<file path="config.mk">
export PLATFORM = sky130hd
export DESIGN_NAME = multicycle_ctrl
export DESIGN_NICKNAME = d
export VERILOG_FILES = /design/src/rtl/multicycle_ctrl.sv
export SDC_FILE = /design/constraint.sdc
export NUM_CORES = 1
export LEC_CHECK = 0
export ABC_AREA = 1
export CAP_MARGIN = 20
export CORE_MARGIN = 3
export CORE_UTILIZATION = 36
export CTS_CLUSTER_SIZE = 28
export DETAILED_ROUTE_END_ITERATION = 10
export PLACE_DENSITY_LB_ADDON = 0.25
export SLEW_MARGIN = 20
export SYNTH_ARGS = -nofsm -noshare
export SYNTH_HDL_FRONTEND = slang
export SYNTH_SLANG_ARGS = --single-unit
</file>
<file path="constraint.sdc">
create_clock -name clk -period 1.3 [get_ports clk]
set_input_delay 0.26 -clock clk [delete_from_list [all_inputs] [get_ports clk]]
set_output_delay 0.26 -clock clk [all_outputs]
set_load 0.005 [all_outputs]
</file>
<file path="src/rtl/multicycle_ctrl.sv">
// multicycle_ctrl
//   Control sequencer for the multicycle RISC-V core. Every instruction
//   walks IF -> ID -> EX -> MEM -> WB. The instruction word is captured into
//   an internal IR on the IF->ID edge, and all strobes are decoded from the
//   state register and IR only.
//
// Optional feature (macro CTRL_MEM_WAIT_EN):
//   When defined, LW/SW hold in MEM, with the strobe asserted, until a cycle
//   with mem_ready = 1. When undefined, mem_ready is ignored.
//
// Ports:
//   clk           system clock, rising edge
//   rst           synchronous active-low reset
//   instr         instruction word from ROM, sampled at the end of IF
//   Zero          ALU zero flag, sampled at the end of EX
//   mem_ready     data-memory completion (CTRL_MEM_WAIT_EN only)
//   current_state FSM state: IF=0 ID=1 EX=2 MEM=3 WB=4
//   ALUCtrl       ALU operation select
//   ALUSrc        1 = immediate operand B
//   MemRead       data-memory read strobe (MEM, LW)
//   MemWrite      data-memory write strobe (MEM, SW)
//   MemtoReg      1 = write back memory data (WB, LW)
//   RegWrite      register-file write enable (WB)
//   loadPC        PC update enable (WB)
//   PCSrc         1 = branch target, 0 = PC+4
//   illegal       unsupported instruction flag (ID..WB)
module multicycle_ctrl #(
   parameter int INSTR_W = 32
) (
   input  logic               clk,
   input  logic               rst,
   input  logic [INSTR_W-1:0] instr,
   input  logic               Zero,
   input  logic               mem_ready,
   output logic [2:0]         current_state,
   output logic [3:0]         ALUCtrl,
   output logic               ALUSrc,
   output logic               MemRead,
   output logic               MemWrite,
   output logic               MemtoReg,
   output logic               RegWrite,
   output logic               loadPC,
   output logic               PCSrc,
   output logic               illegal
);

   typedef enum logic [2:0] {
      S_IF  = 3'd0,
      S_ID  = 3'd1,
      S_EX  = 3'd2,
      S_MEM = 3'd3,
      S_WB  = 3'd4
   } state_t;

   localparam logic [3:0] ALU_AND = 4'b0000;
   localparam logic [3:0] ALU_OR  = 4'b0001;
   localparam logic [3:0] ALU_ADD = 4'b0010;
   localparam logic [3:0] ALU_XOR = 4'b0101;
   localparam logic [3:0] ALU_SUB = 4'b0110;
   localparam logic [3:0] ALU_SLT = 4'b0111;
   localparam logic [3:0] ALU_SRL = 4'b1000;
   localparam logic [3:0] ALU_SLL = 4'b1001;
   localparam logic [3:0] ALU_SRA = 4'b1010;

   localparam logic [6:0] OP_R  = 7'b0110011;
   localparam logic [6:0] OP_I  = 7'b0010011;
   localparam logic [6:0] OP_LW = 7'b0000011;
   localparam logic [6:0] OP_SW = 7'b0100011;
   localparam logic [6:0] OP_BR = 7'b1100011;

   state_t             state_reg, state_next;
   logic [INSTR_W-1:0] ir_reg;
   logic               br_taken_reg;
   // Low until the first edge with rst released, so that the first IF
   // cycle starts on that edge rather than overlapping the reset period.
   logic               run_reg;

   logic [3:0] dec_alu;
   logic       dec_src, dec_ill;
   logic       is_r, is_i, is_lw, is_sw, is_beq;

   // funct3/funct7[5] to ALU op. Bit 30 selects SUB only for register
   // forms (for addi it is an immediate bit); for shifts it picks SRA.
   // sltu is not a supported operation and maps onto SLT.
   function automatic logic [3:0] alu_op(input logic [2:0] f3,
                                         input logic       alt,
                                         input logic       reg_form);
      case (f3)
         3'b000:         alu_op = (alt && reg_form) ? ALU_SUB : ALU_ADD;
         3'b001:         alu_op = ALU_SLL;
         3'b010, 3'b011: alu_op = ALU_SLT;
         3'b100:         alu_op = ALU_XOR;
         3'b101:         alu_op = alt ? ALU_SRA : ALU_SRL;
         3'b110:         alu_op = ALU_OR;
         default:        alu_op = ALU_AND;
      endcase
   endfunction

   // Instruction decode from IR only
   always_comb begin
      dec_alu = ALU_ADD;
      dec_src = 1'b0;
      dec_ill = 1'b0;
      is_r    = 1'b0;
      is_i    = 1'b0;
      is_lw   = 1'b0;
      is_sw   = 1'b0;
      is_beq  = 1'b0;
      case (ir_reg[6:0])
         OP_R: begin
            is_r    = 1'b1;
            dec_alu = alu_op(ir_reg[14:12], ir_reg[30], 1'b1);
         end
         OP_I: begin
            is_i    = 1'b1;
            dec_src = 1'b1;
            dec_alu = alu_op(ir_reg[14:12], ir_reg[30], 1'b0);
         end
         OP_LW: begin
            is_lw   = 1'b1;
            dec_src = 1'b1;
         end
         OP_SW: begin
            is_sw   = 1'b1;
            dec_src = 1'b1;
         end
         OP_BR: begin
            if (ir_reg[14:12] == 3'b000) begin
               is_beq  = 1'b1;
               dec_alu = ALU_SUB;
            end else begin
               dec_ill = 1'b1;
            end
         end
         default: dec_ill = 1'b1;
      endcase
   end

   // Next-state logic
   always_comb begin
      state_next = S_IF;
      case (state_reg)
         S_IF:  state_next = S_ID;
         S_ID:  state_next = S_EX;
         S_EX:  state_next = S_MEM;
`ifdef CTRL_MEM_WAIT_EN
         S_MEM: state_next = ((is_lw || is_sw) && !mem_ready) ? S_MEM : S_WB;
`else
         S_MEM: state_next = S_WB;
`endif
         S_WB:  state_next = S_IF;
         default: state_next = S_IF;
      endcase
   end

   always_ff @(posedge clk) begin
      if (!rst) begin
         state_reg    <= S_IF;
         ir_reg       <= '0;
         br_taken_reg <= 1'b0;
         run_reg      <= 1'b0;
      end else begin
         run_reg <= 1'b1;
         if (run_reg) begin
            state_reg <= state_next;
            if (state_reg == S_IF)
               ir_reg <= instr;
            if (state_reg == S_EX)
               br_taken_reg <= is_beq & Zero;
         end
      end
   end

   // Output decode. During IF the IR still holds the previous instruction,
   // so decoded fields are suppressed until ID.
   always_comb begin
      ALUCtrl  = 4'b0000;
      ALUSrc   = 1'b0;
      illegal  = 1'b0;
      MemRead  = 1'b0;
      MemWrite = 1'b0;
      MemtoReg = 1'b0;
      RegWrite = 1'b0;
      loadPC   = 1'b0;
      PCSrc    = 1'b0;
      if (state_reg != S_IF) begin
         ALUCtrl = dec_alu;
         ALUSrc  = dec_src;
         illegal = dec_ill;
      end
      case (state_reg)
         S_MEM: begin
            MemRead  = is_lw;
            MemWrite = is_sw;
         end
         S_WB: begin
            RegWrite = is_r | is_i | is_lw;
            MemtoReg = is_lw;
            loadPC   = 1'b1;
            PCSrc    = br_taken_reg;
         end
         default: ;
      endcase
   end

   assign current_state = state_reg;

   // IR fields (register numbers, immediates) belong to the datapath
`ifdef CTRL_MEM_WAIT_EN
   logic unused_bits;
   assign unused_bits = ^{ir_reg[INSTR_W-1:31], ir_reg[29:15], ir_reg[11:7]};
`else
   logic unused_bits;
   assign unused_bits = ^{ir_reg[INSTR_W-1:31], ir_reg[29:15], ir_reg[11:7], mem_ready};
`endif

endmodule

</file>
Word level (Yosys, flattened, before mapping). Cells that the tools add are included.

Mux-type cells: 26. Reduce and logical (&&, ||, !) cells: 8. Equal/unequal tests: 15. Bitwise logic cells: 3.

Operator list (number): one-hot mux 4 bit (6 select lines) (2); 2-to-1 mux 1 bit (17); equality test 7 x 6 -> 1 bit, second input constant (2); equality test 3 x 2 -> 1 bit, second input constant (4); equality test 3 bit, second input constant (4); one-hot mux 3 bit (4 select lines) (1); one-hot mux 4 bit (3 select lines) (1); equality test 7 x 2 -> 1 bit, second input constant (1); equality test 7 x 5 -> 1 bit, second input constant (1); equality test 7 bit, second input constant (1); equality test 3 x 1 -> 1 bit, second input constant (2); zero test 3 bit (2); 2-to-1 mux 3 bit (2); 2-to-1 mux 4 bit (1); AND reduction 2 bit (2); OR reduction 4 bit (1); nonzero test 3 bit (1); OR reduction 3 bit (1); 2-to-1 mux 2 bit (1); OR 1 bit (2); one-hot mux 1 bit (2 select lines) (1); OR reduction 2 bit (1); bitwise AND 1 bit (1).

Logic and storage cells: 56. Output and inout bits: 15. Register bits after elaboration: 36. Input port bits: 36.

Longest topological paths before layout.
Depth after elaboration: 5. Depth in mapped cells: 7. Depth with buffers taken out: 7.

Least setup slack after synthesis. Ideal clock, no wire load.

Path kind: register to output. From: reg state_reg[0] (netlist: current_state[0]). To: out ALUCtrl[2]. Path buffers: 0. Arrival: 0.939 ns. Setup slack: 0.101 ns. Stages on the path, launching flop included: 6. Data required time: 1.040 ns. Cells stage by stage: dfxtp_1 nor2_1 nand2_2 nand2_1 nand3b_1 nor2_1.

Cells in the longest elaborated chain, start to end: 2.

RTL lines: from (decl) (line 71) `state_t state_reg, state_next;`; from (signal assigned) (line 165) `state_reg <= state_next;`; nonzero test 3 bit (line 186) `if (state_reg != S_IF) begin`; 2-to-1 mux 4 bit (line 186); to (decl) (line 36) `output logic [3:0] ALUCtrl,`.

Every way passes these cells.

Final worst setup path.
From: reg ir_reg[3]. To: out MemWrite.

Cells in the longest elaborated chain, start to end: 3.

RTL lines: from (decl) (line 72) `logic [INSTR_W-1:0] ir_reg;`; from (signal assigned) (line 167) `ir_reg <= instr;`; equality test 7 x 6 -> 1 bit (line 109) `case (ir_reg[6:0])`; 2-to-1 mux 1 bit (line 109); 2-to-1 mux 1 bit (line 191) `case (state_reg)`; to (decl) (line 39) `output logic MemWrite,`.

Every way passes these cells.

==> key figures <==
Synth
  • Syn avg cell area: 6.594 um2
  • Synth area leaders: sky130_fd_sc_hd__dfxtp_1 (39%), sky130_fd_sc_hd__a21oi_1 (13%), sky130_fd_sc_hd__nand2_1 (12%)
  • Number of instances in the synthesized netlist: 126
  • Share of the synthesized area in the top cell type: 0.3855
  • Synthesized area: 830.8 um2
  • Largest area contributor in the netlist: sky130_fd_sc_hd__dfxtp_1
  • FF+latch count, synth: 16
  • Synth warnings: 0
  • Proportion of synthesized chip area in sequential cells: 0.3855
  • Synthesized netlist net count: 162
  • Distinct cell type count of the synthesized netlist: 20

Critical path
  • Critical path cell sequence: nor2_2 -> nand2_2 -> nor2_4 -> inv_4 -> nor3b_2 -> buf_2
  • Critical Path Start Type: flop
  • Delay contributed by the slowest stage of the critical path: 0.34 ns
  • Cell class contributing the biggest share of worst-path delay: simple AND/OR/NAND/NOR gates
  • Endpoint arrival time on the critical path: 1.34 ns
  • Element type at the critical path end: output pin
  • Crit path required time: 1.04 ns
  • Library cell contributing the largest single delay on the critical path: sky130_fd_sc_hd__dfxtp_2
  • Type of the worst setup path: flop to output pin
  • Worst r2r src: current_state[2]$_SDFFE_PN0P_
  • Critical path startpoint: ir_reg[3]$_SDFFE_PN0P_
  • Buffer and inverter count on the worst path: 2
  • CP max FO: 4

Hold path
  • Hold Path Class: flop to flop
  • Worst Min Path Start: ir_reg[3]$_SDFFE_PN0P_

Cells and area
  • Net total in the final layout: 214
  • ANT cells: 0
  • Max reg flops: 11
  • Share of final-layout standard cells stronger than drive strength 1: 0.4407
  • Most common cell after layout, fill and taps aside: sky130_fd_sc_hd__nand2_1
  • Area Growth Syn to Fin: 68.83%
  • Most frequent cells in the layout: sky130_fd_sc_hd__nand2_1 (21), sky130_fd_sc_hd__buf_4 (17), sky130_fd_sc_hd__a21oi_1 (16)
  • Final core utilization: 0.6802

Placed design
  • HPWL after DPL: 1701 um
  • Dpl ws: -0.3995 ns
  • Routability Congestion: 0.7804
  • Number of port buffers: 28

Drt
  • Number of detailed-routing iterations run before antenna repair: 4
  • Iteration-0 DRC count of the detailed router: 15
  • Routed length per placed instance: 12.84 um
  • Remaining routing DRC violations: 0
  • Total Wirelength: 2619 um
  • Total via count in the routed design: 1,016
  • Number of nets with antenna violations after detailed routing: 0
  • Via-per-instance ratio: 4.980

Clock tree
  • Clock latency reported for the late side of the worst-skew pair: 0.29 ns
  • H-tree Lvls: 1
  • Clk sinks: 16
  • CTS tree: yes
  • Number of buffers created by CTS: 3
  • Clock root buffer: sky130_fd_sc_hd__clkbuf_4
  • # hold bufs at CTS: 0
  • Clock buffer depth: 2
  • Clock slew at the register clock pins of the worst setup and hold paths: 0.10 ns

Global route
  • Global-route usage over all layers: 0.1813
  • Vias in the first global route: 859
  • Wire length of the first global-routing pass: 3857 um
  • GR Overflow Total: 0
  • Pin count of the biggest net entering global routing: 14
  • Antenna violations before repair: 0

Pwr
  • Worst IR drop on VDD: 0.7336 mV
  • Static leakage: 0.0006062 uW
  • Pwr/cell area: 875.8 nW/um2

Status
  • Violations in the final reports: negative setup slack
  • Result of the run: complete, but fails checks

Timing
  • Endpoints failing hold: 0
  • Setup repair after global routing missed its margin: true
  • Relative slew slack: 0.8596
  • Final slew viol count: 0
  • Measured slew at the worst slew-check pin: 0.2099 ns
  • Achievable clock frequency: 623.1 MHz
  • Post-route minimum period: 1.605 ns
  • Final Cycle Share: 1.235
  • Worst Setup Slack, final: -0.3050 ns
  • Final Setup Violations: 12
  • Worst Clk Skew: 0.004327 ns

Floorplan
  • Horizontal die dimension: 54.04 um
  • Starting density of the core: 0.4029
  • Core Region: 2062 um2
  • FP Rows: 16
  • Die boundary height: 54.04 um
  • DIE AREA: 2920 um2
  • Number of primary I/O pins: 51

Job
  • Number of maximum-capacitance constraint violations: 0
[path summary, 6_finish.rpt]
| check | endpoint | slack, ns | cells past startpoint |
|---|---|---|---|
| max | MemWrite | -0.30 | 6 |
| min | ir_reg[3]$_SDFFE_PN0P_ | 0.48 | 2 |
| max reg2reg | ir_reg[14]$_SDFFE_PN0P_ | 0.01 | 8 |
| min reg2reg | ir_reg[3]$_SDFFE_PN0P_ | 0.48 | 2 |
[cells in the mapped netlist (all sizes together)]
| master | number |
|---|---|
| inv | 16 |
| dfxtp | 16 |
| buf | 3 |
| nand3b | 1 |
| nor3b | 1 |
| a21oi | 22 |
| nand3 | 17 |
| o21a | 1 |
| o21ai | 2 |
| a21o | 1 |
| clkbuf | 1 |
| nor3 | 3 |
| nand2 | 28 |
| nor2 | 14 |
[per-stage QoR]
stage / hold WS, ns / total power [uW] / TNS, ns / area, um2 / cells
after CTS: 0.4707 / 1168 / -2.565 / 1294 / 198
after floorplan: 0.2877 / 694.5 / 0 / 830.8 / 126
final: 0.4798 / 1228 / -2.872 / 1403 / 204
after detailed placement: 0.4588 / 834.7 / -3.710 / 1237 / 193
after global placement: 0.4526 / 826.8 / -3.388 / 1237 / 193
after global routing: 0.5095 / 1278 / -4.096 / 1403 / 204
[where the power goes]
part / leakage, uW / switching [uW] / internal (uW)
Sequential: 0.000136 / 34.3 / 523
Combinational: 0.000449 / 157 / 176
Clock: 0.0000210 / 168 / 171
[cell type report]
| class | instances | area (um2) |
|---|---|---|
| Sequential cell | 16 | 340.3 |
| Multi-Input combinational cell | 90 | 500.5 |
| Clock buffer | 4 | 36.28 |
| Timing Repair Buffer | 51 | 426.7 |
| Inverter | 16 | 65.06 |
| Tap cell | 27 | 33.78 |
| Fill cell | 167 | 659.4 |
[repair_timing]
item,CTS,global route
gates cloned,0,0
pin swaps,12,15
setup endpoints to repair,15,26
gates resized for setup,78,25
buffers inserted,1,7
[kinds of logic (layout without fill, tap and decap cells)]
group	count (synthesis)	after routing	share of synthesized area
AND/OR/NAND/NOR	64	64	0.3464
AO/OA/AOI/OAI	26	26	0.1627
buffers and inverters	20	71	0.1054
flip-flops	16	16	0.3855
[metal layers]
metal,track usage,up-vias,routed length (um)
met5,0,-,0
met4,0.07469,0,30
met3,0.01662,4,141
met2,0.3105,36,1336
met1,0.2312,465,1110
li1,-,511,-
[worst reg2reg max path, cell delays in order, from the launching register on]
cell	delay, ns
sky130_fd_sc_hd__dfxtp_4	0.37
sky130_fd_sc_hd__inv_4	0.06
sky130_fd_sc_hd__buf_4	0.11
sky130_fd_sc_hd__nand2_2	0.07
sky130_fd_sc_hd__nor2_4	0.15
sky130_fd_sc_hd__buf_6	0.14
sky130_fd_sc_hd__buf_4	0.13
sky130_fd_sc_hd__nand3_1	0.06
sky130_fd_sc_hd__a21oi_1	0.13
Note: power is estimated with default switching activity, not from simulation.
